`src/rtl/riscv_multicycle_ctrl_pkg.sv`:
```
`default_nettype none
// ============================================================================
// Module   : riscv_multicycle_ctrl_pkg
// Brief    : Shared datapath select encodings, FSM states and control word
//            for the RV32I multi-cycle controller.
// Revision : 1.0 - initial release
// ============================================================================
package riscv_multicycle_ctrl_pkg;

    typedef enum logic [1:0] {
        SRC_A_RS1  = 2'd0,
        SRC_A_PC   = 2'd1,
        SRC_A_ZERO = 2'd2
    } alu_src_a_e;

    typedef enum logic [1:0] {
        SRC_B_RS2  = 2'd0,
        SRC_B_IMM  = 2'd1,
        SRC_B_FOUR = 2'd2
    } alu_src_b_e;

    typedef enum logic [3:0] {
        ALU_ADD   = 4'd0,
        ALU_SUB   = 4'd1,
        ALU_SLL   = 4'd2,
        ALU_SLT   = 4'd3,
        ALU_SLTU  = 4'd4,
        ALU_XOR   = 4'd5,
        ALU_SRL   = 4'd6,
        ALU_SRA   = 4'd7,
        ALU_OR    = 4'd8,
        ALU_AND   = 4'd9,
        ALU_LUI   = 4'd10,
        ALU_AUIPC = 4'd11
    } alu_op_e;

    typedef enum logic [2:0] {
        IMM_I = 3'd0,
        IMM_S = 3'd1,
        IMM_B = 3'd2,
        IMM_U = 3'd3,
        IMM_J = 3'd4
    } immediate_type_e;

    typedef enum logic [1:0] {
        PC_SRC_PC4    = 2'd0,
        PC_SRC_BRANCH = 2'd1,
        PC_SRC_JAL    = 2'd2,
        PC_SRC_JALR   = 2'd3
    } pc_src_e;

    typedef enum logic [2:0] {
        BRANCH_NONE = 3'd0,
        BRANCH_EQ   = 3'd1,
        BRANCH_NE   = 3'd2,
        BRANCH_LT   = 3'd3,
        BRANCH_GE   = 3'd4,
        BRANCH_LTU  = 3'd5,
        BRANCH_GEU  = 3'd6
    } branch_type_e;

    typedef enum logic [1:0] {
        WB_ALU = 2'd0,
        WB_MEM = 2'd1,
        WB_PC4 = 2'd2
    } wb_sel_e;

    typedef enum logic [2:0] {
        S_FETCH  = 3'd0,
        S_DECODE = 3'd1,
        S_EXEC   = 3'd2,
        S_MEM    = 3'd3,
        S_WB     = 3'd4,
        S_HALT   = 3'd5
    } ctrl_state_e;

    typedef struct packed {
        alu_src_a_e      alu_src_a;
        alu_src_b_e      alu_src_b;
        alu_op_e         alu_op;
        immediate_type_e imm_type;
        branch_type_e    branch_type;
        logic [2:0]      funct3;
        logic            is_load;
        logic            is_store;
        logic            is_branch;
        logic            is_jal;
        logic            is_jalr;
    } ctrl_word_t;

    localparam ctrl_word_t C_CTRL_WORD_RESET = '{
        alu_src_a:   SRC_A_RS1,
        alu_src_b:   SRC_B_RS2,
        alu_op:      ALU_ADD,
        imm_type:    IMM_I,
        branch_type: BRANCH_NONE,
        funct3:      3'b000,
        is_load:     1'b0,
        is_store:    1'b0,
        is_branch:   1'b0,
        is_jal:      1'b0,
        is_jalr:     1'b0
    };

    localparam logic [6:0] C_OPC_LUI    = 7'b0110111;
    localparam logic [6:0] C_OPC_AUIPC  = 7'b0010111;
    localparam logic [6:0] C_OPC_JAL    = 7'b1101111;
    localparam logic [6:0] C_OPC_JALR   = 7'b1100111;
    localparam logic [6:0] C_OPC_BRANCH = 7'b1100011;
    localparam logic [6:0] C_OPC_LOAD   = 7'b0000011;
    localparam logic [6:0] C_OPC_STORE  = 7'b0100011;
    localparam logic [6:0] C_OPC_OP_IMM = 7'b0010011;
    localparam logic [6:0] C_OPC_OP     = 7'b0110011;

    localparam logic [2:0] C_F3_ADD = 3'b000;
    localparam logic [2:0] C_F3_SLL = 3'b001;
    localparam logic [2:0] C_F3_SRL = 3'b101;

    localparam logic [6:0] C_F7_BASE = 7'h00;
    localparam logic [6:0] C_F7_ALT  = 7'h20;

    // alt selects SUB/SRA in place of ADD/SRL; legality is checked by the caller
    function automatic alu_op_e alu_op_from_funct3(input logic [2:0] funct3, input logic alt);
        alu_op_e op;
        case (funct3)
            3'b000:  op = alt ? ALU_SUB : ALU_ADD;
            3'b001:  op = ALU_SLL;
            3'b010:  op = ALU_SLT;
            3'b011:  op = ALU_SLTU;
            3'b100:  op = ALU_XOR;
            3'b101:  op = alt ? ALU_SRA : ALU_SRL;
            3'b110:  op = ALU_OR;
            default: op = ALU_AND;
        endcase
        return op;
    endfunction

endpackage
`default_nettype wire

```
`src/rtl/riscv_decoder.sv`:
```
`default_nettype none
// ============================================================================
// Module   : riscv_decoder
// Brief    : Combinational RV32I decoder producing the control word and an
//            illegal-instruction flag.
// Revision : 1.0 - initial release
// ============================================================================
module riscv_decoder
    import riscv_multicycle_ctrl_pkg::*;
#(
    parameter int XLEN = 32
) (
    input  logic [XLEN-1:0] i_instr,
    output ctrl_word_t      o_ctrl,
    output logic            o_illegal
);

    logic [6:0] w_opcode;
    logic [6:0] w_funct7;
    logic [2:0] w_funct3;
    logic       w_unused_fields;

    assign w_opcode        = i_instr[6:0];
    assign w_funct3        = i_instr[14:12];
    assign w_funct7        = i_instr[31:25];
    assign w_unused_fields = ^i_instr;

    always_comb begin
        o_ctrl    = C_CTRL_WORD_RESET;
        o_illegal = 1'b0;
        case (w_opcode)
            C_OPC_OP: begin
                if (w_funct7 == C_F7_BASE) begin
                    o_ctrl.alu_op = alu_op_from_funct3(w_funct3, 1'b0);
                end else if (w_funct7 == C_F7_ALT &&
                             (w_funct3 == C_F3_ADD || w_funct3 == C_F3_SRL)) begin
                    o_ctrl.alu_op = alu_op_from_funct3(w_funct3, 1'b1);
                end else begin
                    o_illegal = 1'b1;
                end
            end
            C_OPC_OP_IMM: begin
                o_ctrl.alu_src_b = SRC_B_IMM;
                // ADDI never becomes SUB: bit 30 there is immediate, not funct7
                if (w_funct3 == C_F3_SLL) begin
                    o_ctrl.alu_op = ALU_SLL;
                    o_illegal     = (w_funct7 != C_F7_BASE);
                end else if (w_funct3 == C_F3_SRL) begin
                    if (w_funct7 == C_F7_BASE) begin
                        o_ctrl.alu_op = ALU_SRL;
                    end else if (w_funct7 == C_F7_ALT) begin
                        o_ctrl.alu_op = ALU_SRA;
                    end else begin
                        o_illegal = 1'b1;
                    end
                end else begin
                    o_ctrl.alu_op = alu_op_from_funct3(w_funct3, 1'b0);
                end
            end
            C_OPC_LOAD: begin
                o_ctrl.alu_src_b = SRC_B_IMM;
                o_ctrl.is_load   = 1'b1;
                o_ctrl.funct3    = w_funct3;
                o_illegal        = (w_funct3 == 3'b011) || (w_funct3 == 3'b110) ||
                                   (w_funct3 == 3'b111);
            end
            C_OPC_STORE: begin
                o_ctrl.alu_src_b = SRC_B_IMM;
                o_ctrl.imm_type  = IMM_S;
                o_ctrl.is_store  = 1'b1;
                o_ctrl.funct3    = w_funct3;
                o_illegal        = (w_funct3 > 3'b010);
            end
            C_OPC_BRANCH: begin
                o_ctrl.alu_src_a = SRC_A_PC;
                o_ctrl.imm_type  = IMM_B;
                o_ctrl.is_branch = 1'b1;
                case (w_funct3)
                    3'b000:  o_ctrl.branch_type = BRANCH_EQ;
                    3'b001:  o_ctrl.branch_type = BRANCH_NE;
                    3'b100:  o_ctrl.branch_type = BRANCH_LT;
                    3'b101:  o_ctrl.branch_type = BRANCH_GE;
                    3'b110:  o_ctrl.branch_type = BRANCH_LTU;
                    3'b111:  o_ctrl.branch_type = BRANCH_GEU;
                    default: o_illegal = 1'b1;
                endcase
            end
            C_OPC_JAL: begin
                o_ctrl.alu_src_a = SRC_A_PC;
                o_ctrl.alu_src_b = SRC_B_IMM;
                o_ctrl.imm_type  = IMM_J;
                o_ctrl.is_jal    = 1'b1;
            end
            C_OPC_JALR: begin
                o_ctrl.alu_src_b = SRC_B_IMM;
                o_ctrl.is_jalr   = 1'b1;
                o_illegal        = (w_funct3 != 3'b000);
            end
            C_OPC_LUI: begin
                o_ctrl.alu_src_a = SRC_A_ZERO;
                o_ctrl.alu_src_b = SRC_B_IMM;
                o_ctrl.imm_type  = IMM_U;
                o_ctrl.alu_op    = ALU_LUI;
            end
            C_OPC_AUIPC: begin
                o_ctrl.alu_src_a = SRC_A_PC;
                o_ctrl.alu_src_b = SRC_B_IMM;
                o_ctrl.imm_type  = IMM_U;
                o_ctrl.alu_op    = ALU_AUIPC;
            end
            default: o_illegal = 1'b1;
        endcase
        if (o_illegal) begin
            o_ctrl = C_CTRL_WORD_RESET;
        end
    end

endmodule
`default_nettype wire

```
`src/rtl/riscv_multicycle_ctrl.sv`:
```
`default_nettype none
// ============================================================================
// Module   : riscv_multicycle_ctrl
// Brief    : Multi-cycle RV32I control FSM with variable-latency memory
//            handshakes; outputs decode from state plus registered control word.
// Revision : 1.0 - initial release
// ============================================================================
module riscv_multicycle_ctrl
    import riscv_multicycle_ctrl_pkg::*;
#(
    parameter int XLEN = 32
) (
    input  logic            clk_i,
    input  logic            rst_i,
    input  logic [XLEN-1:0] instr_i,
    input  logic            branch_taken_i,
    input  logic            imem_ready_i,
    input  logic            dmem_ready_i,
    output logic            imem_req_o,
    output logic            dmem_req_o,
    output logic            dmem_we_o,
    output logic [2:0]      dmem_funct3_o,
    output logic            ir_we_o,
    output logic            pc_we_o,
    output logic            reg_we_o,
    output logic [1:0]      alu_src_a_o,
    output logic [1:0]      alu_src_b_o,
    output logic [3:0]      alu_op_o,
    output logic [2:0]      imm_type_o,
    output logic [1:0]      pc_src_o,
    output logic [2:0]      branch_type_o,
    output logic [1:0]      wb_sel_o,
    output logic            retired_o,
    output logic            illegal_o,
    output logic            halted_o
);

    ctrl_state_e r_state;
    ctrl_state_e w_state_next;
    ctrl_word_t  r_ctrl;
    ctrl_word_t  w_dec_ctrl;
    logic        w_dec_illegal;
    logic        r_illegal;

    logic        w_imem_req;
    logic        w_dmem_req;
    logic        w_dmem_we;
    logic        w_ir_we;
    logic        w_pc_we;
    logic        w_reg_we;
    logic        w_retired;
    pc_src_e     w_pc_src;
    wb_sel_e     w_wb_sel;

    riscv_decoder #(
        .XLEN (XLEN)
    ) u_decoder (
        .i_instr   (instr_i),
        .o_ctrl    (w_dec_ctrl),
        .o_illegal (w_dec_illegal)
    );

    always_ff @(posedge clk_i) begin
        if (rst_i) begin
            r_state   <= S_FETCH;
            r_ctrl    <= C_CTRL_WORD_RESET;
            r_illegal <= 1'b0;
        end else begin
            r_state <= w_state_next;
            if (r_state == S_DECODE) begin
                r_ctrl    <= w_dec_ctrl;
                r_illegal <= r_illegal | w_dec_illegal;
            end
        end
    end

    always_comb begin
        w_state_next = r_state;
        w_imem_req   = 1'b0;
        w_dmem_req   = 1'b0;
        w_dmem_we    = 1'b0;
        w_ir_we      = 1'b0;
        w_pc_we      = 1'b0;
        w_reg_we     = 1'b0;
        w_retired    = 1'b0;
        w_pc_src     = PC_SRC_PC4;
        w_wb_sel     = WB_ALU;

        case (r_state)
            S_FETCH: begin
                w_imem_req = 1'b1;
                if (imem_ready_i) begin
                    w_ir_we      = 1'b1;
                    w_state_next = S_DECODE;
                end
            end
            S_DECODE: begin
                w_state_next = w_dec_illegal ? S_HALT : S_EXEC;
            end
            S_EXEC: begin
                if (r_ctrl.is_load || r_ctrl.is_store) begin
                    w_state_next = S_MEM;
                end else if (r_ctrl.is_branch) begin
                    w_pc_we      = 1'b1;
                    w_pc_src     = branch_taken_i ? PC_SRC_BRANCH : PC_SRC_PC4;
                    w_retired    = 1'b1;
                    w_state_next = S_FETCH;
                end else if (r_ctrl.is_jal || r_ctrl.is_jalr) begin
                    w_reg_we     = 1'b1;
                    w_wb_sel     = WB_PC4;
                    w_pc_we      = 1'b1;
                    w_pc_src     = r_ctrl.is_jal ? PC_SRC_JAL : PC_SRC_JALR;
                    w_retired    = 1'b1;
                    w_state_next = S_FETCH;
                end else begin
                    w_state_next = S_WB;
                end
            end
            S_MEM: begin
                w_dmem_req = 1'b1;
                w_dmem_we  = r_ctrl.is_store;
                if (dmem_ready_i) begin
                    if (r_ctrl.is_load) begin
                        w_state_next = S_WB;
                    end else begin
                        w_pc_we      = 1'b1;
                        w_retired    = 1'b1;
                        w_state_next = S_FETCH;
                    end
                end
            end
            S_WB: begin
                w_reg_we     = 1'b1;
                w_wb_sel     = r_ctrl.is_load ? WB_MEM : WB_ALU;
                w_pc_we      = 1'b1;
                w_retired    = 1'b1;
                w_state_next = S_FETCH;
            end
            S_HALT: begin
                w_state_next = S_HALT;
            end
            default: begin
                w_state_next = S_FETCH;
            end
        endcase

        // Reset kills every strobe in the same cycle, even mid-access
        if (rst_i) begin
            w_imem_req = 1'b0;
            w_dmem_req = 1'b0;
            w_dmem_we  = 1'b0;
            w_ir_we    = 1'b0;
            w_pc_we    = 1'b0;
            w_reg_we   = 1'b0;
            w_retired  = 1'b0;
        end
    end

    assign imem_req_o    = w_imem_req;
    assign dmem_req_o    = w_dmem_req;
    assign dmem_we_o     = w_dmem_we;
    assign dmem_funct3_o = r_ctrl.funct3;
    assign ir_we_o       = w_ir_we;
    assign pc_we_o       = w_pc_we;
    assign reg_we_o      = w_reg_we;
    assign alu_src_a_o   = r_ctrl.alu_src_a;
    assign alu_src_b_o   = r_ctrl.alu_src_b;
    assign alu_op_o      = r_ctrl.alu_op;
    assign imm_type_o    = r_ctrl.imm_type;
    assign pc_src_o      = w_pc_src;
    assign branch_type_o = r_ctrl.branch_type;
    assign wb_sel_o      = w_wb_sel;
    assign retired_o     = w_retired;
    assign illegal_o     = r_illegal;
    assign halted_o      = (r_state == S_HALT);

endmodule
`default_nettype wire

```
`config.mk`:
```
export PLATFORM = sky130hd
export DESIGN_NAME = riscv_multicycle_ctrl
export DESIGN_NICKNAME = d
export VERILOG_FILES = /design/src/rtl/riscv_multicycle_ctrl_pkg.sv /design/src/rtl/riscv_decoder.sv /design/src/rtl/riscv_multicycle_ctrl.sv
export SDC_FILE = /design/constraint.sdc
export NUM_CORES = 1
export LEC_CHECK = 0
export BUFFER_PORTS_ARGS = -buffer_cell sky130_fd_sc_hd__buf_4
export CORE_MARGIN = 3
export CORE_UTILIZATION = 51
export DETAILED_ROUTE_END_ITERATION = 8
export MAX_ROUTING_LAYER = met4
export PLACE_DENSITY = 0.9
export SLEW_MARGIN = 20
export SYNTH_ARGS = -nofsm -noshare
export SYNTH_HDL_FRONTEND = slang
export SYNTH_HIERARCHICAL = 1
export SYNTH_SLANG_ARGS = --single-unit
export TNS_END_PERCENT = 1
```
`constraint.sdc`:
```
create_clock -name clk_i -period 2.3 [get_ports clk_i]
set_clock_uncertainty 0.05 [all_clocks]
set_input_delay 0.23 -clock clk_i [delete_from_list [all_inputs] [get_ports clk_i]]
set_output_delay 0.23 -clock clk_i [all_outputs]
set_load 0.005 [all_outputs]
```
==> results.json <==
{
  "synthFlopType": "dfxtp_1",
  "timing.hold.ws_ns": 0.128,
  "place_hpwl_microns": 3200,
  "die_y_microns": 68.0,
  "synth_edf_count": 0,
  "power.leakage_uw": 0.000898,
  "synthArstFlopShare_pct": 0,
  "place_inst": 330,
  "insertion_delay_ns": 0.26,
  "maxCapViolCount": 0,
  "drc": 0,
  "worstReg2RegEnd": "dmem_funct3_o[2]$_SDFFE_PP0N_",
  "startpoint_type": "flop",
  "cts_setup_buffers": 0,
  "firstDrtPassIters": 5,
  "end_kind": "output pin",
  "fin_setup_tns_ns": 0,
  "synthDistinctLibCells": 58,
  "endpoint": "pc_src_o[1]",
  "io_buffer_count": 51,
  "rr_worst_depth": 3,
  "cts_tree": "done",
  "netlist_instances": 269,
  "vias": 1829,
  "grt_antenna_before_repair": 0,
  "drt-initial-drc-count": 141,
  "crit_path_start": "r_state[1]$_SDFFE_PP0P_",
  "drv_slew": 0,
  "wl_per_cell_microns": 12.8,
  "finalCritPeriodShare_pct": 90.2,
  "fmax_mhz": 482,
  "cts_max_path_buffers": 2,
  "stdcell_count": 333,
  "routed_wl_microns": 4260,
  "antenna_cells": 0,
  "postCtsHoldBufs": 0,
  "worstPathRequired_ns": 2.02,
  "avgSynthCellArea_sq_um": 7.28,
  "ys_ff_latch": 26,
  "die-area_sq_um": 4620,
  "gp_congestion": 0.947,
  "drtAntennaViolNets": 0,
  "grt_pass1_vias": 1612,
  "cts_root_buf": "clkbuf_8",
  "rsz0062_at_grt": "false",
  "netlist_area_sq_um": 1960,
  "synth_nets": 306,
  "period_minus_slack_ns": 2.07,
  "r2r_setup_slack_ns": 0.59,
  "synth_sequential_area_ratio_pct": 26.6,
  "mostFrequentLayoutCells": "53 x nand2_1, 53 x buf_4, 33 x a21oi_1",
  "max_slew_margin_pct": 54.1,
  "clkTransAtPathRegs_ns": 0.08,
  "setup_violations": 0,
  "start_util_pct": 55.7,
  "hold_class": "input port to flop",
  "grt_pass1_wl_microns": 6960,
  "numClockSinks": 26,
  "area_delta_synth_final_pct": 12.9,
  "grt_max_degree": 30,
  "cts_resized": 0,
  "cts_made_buffers": 3,
  "track_usage_pct": 19.7,
  "die_w_microns": 68.0,
  "fin_nets": 326,
  "htreeDepth": 1,
  "place_area_sq_um": 2170,
  "peakVddDrop_mv": 0.336,
  "crit_type": "flop to output pin",
  "worst_pin_slew_ns": 0.689,
  "yosysWarnings": 6,
  "vias_per_cell": 5.49,
  "r2r-start": "r_state[0]$_SDFFE_PP0P_",
  "cp_data_arrival_time_ns": 1.79,
  "drive_gt1_share_pct": 25.1,
  "p_per_area_nw_per_um2": 410,
  "final_cell_area_sq_um": 2210,
  "core_sq_um": 3520,
  "io_pins": 67,
  "num_rows": 21,
  "finalHoldViolations": 0,
  "grt_overflow_total": 0,
  "status": "completed",
  "path_max_fanout": 16
}
-- how the worst min path moves through the flow --
stage,from,end,slack [ns],depth (start not counted)
3_3_place_gp,dmem_funct3_o[0]$_SDFFE_PP0N_,dmem_funct3_o[0]$_SDFFE_PP0N_,0.39,2
3_5_place_dp,branch_type_o[2]$_SDFFE_PP0N_,branch_type_o[2]$_SDFFE_PP0N_,0.40,2
5_1_grt,dmem_ready_i,r_state[0]$_SDFFE_PP0P_,0.13,2
2_1_floorplan,dmem_ready_i,r_state[0]$_SDFFE_PP0P_,0.27,1
6_report,dmem_ready_i,r_state[0]$_SDFFE_PP0P_,0.13,2
4_1_cts,dmem_ready_i,r_state[0]$_SDFFE_PP0P_,0.12,2
-- flip-flops by register name (all words and copies together), names as in the netlist --
name           count
r_state            3
alu_src_a_o        2
imm_type_o         3
dmem_funct3_o      3
illegal_o          1
alu_src_b_o        2
branch_type_o      3
alu_op_o           4
r_ctrl             5
-- synth_stat cells (all sizes together), types with 2 or more instances --
| library cell | count | area [sq um] |
|---|---|---|
| and3b | 2 | 17.5 |
| nor4 | 3 | 40.0 |
| nand2 | 53 | 199 |
| inv | 8 | 30.0 |
| a31oi | 5 | 31.3 |
| nand3b | 2 | 15.0 |
| o31ai | 3 | 22.5 |
| a221o | 2 | 20.0 |
| or3b | 2 | 17.5 |
| nor3b | 6 | 50.1 |
| nor2 | 20 | 75.1 |
| or2 | 3 | 18.8 |
| dfxtp | 26 | 521 |
| nor2b | 4 | 25.0 |
| a21oi | 33 | 165 |
| and3 | 7 | 43.8 |
| o211ai | 2 | 15.0 |
| mux2i | 2 | 20.0 |
| a21o | 3 | 22.5 |
| clkbuf | 6 | 22.5 |
| nand2b | 5 | 31.3 |
| nand4b | 2 | 23.8 |
| nor3 | 6 | 35.0 |
| or3 | 2 | 12.5 |
| and2 | 4 | 27.5 |
| o21ai | 7 | 38.8 |
| buf | 32 | 221 |
-- logic make-up (layout without fill, tap and decap cells) --
| group | after synthesis | in the layout | synth area share (%) |
|---|---|---|---|
| flops | 26 | 26 | 26.6 |
| simple gates | 127 | 127 | 36.0 |
| mux | 2 | 2 | 1.02 |
| other cells | 1 | 1 | 0.191 |
| xor+xnor | 2 | 2 | 0.894 |
| compound gates | 65 | 65 | 21.3 |
| buf+inv | 46 | 64 | 14.0 |
-- critical path: stages (launching register included) --
cell and delay, ns:
dfxtp_1 0.64, nor4b_4 0.35, nand2_1 0.12, nor3_1 0.26
buf_4 0.16
-- power breakdown --
group	leakage [uW]	switching, uW	internal (uW)	total, uW
clock	0.0000216	127	117	244
sequential	0.000210	14.4	457	472
combinational	0.000666	110	81.6	192
total	0.000898	252	656	908
-- routing by layer --
metal / track usage (%) / vias to the layer above / share of wire [%]
met5: - / - / 0
met3: 2.96 / 4 / 4.6
met2: 33.1 / 57 / 49
met4: 4.71 / 0 / 1.1
met1: 24.7 / 823 / 45
li1: - / 945 / -
-- through the flow --
stage	power, uW	worst slack, ns	util (%)
2_1_floorplan	614	0.526	-
3_3_place_gp	668	0.298	61.7
3_5_place_dp	673	0.258	61.7
4_1_cts	917	0.231	62.8
5_1_grt	959	0.117	62.8
6_report	908	0.226	62.8
-- layout make-up --
class                   count  area (sq um)
clock buffers               3          41.3
fillers                   320          1310
inverters                   8          30.0
multi-input cells         197          1160
flip-flops and latches     26           520
well taps                  46          57.6
repair buffers             53           398
No activity file was read; power rests on OpenSTA's default activity.
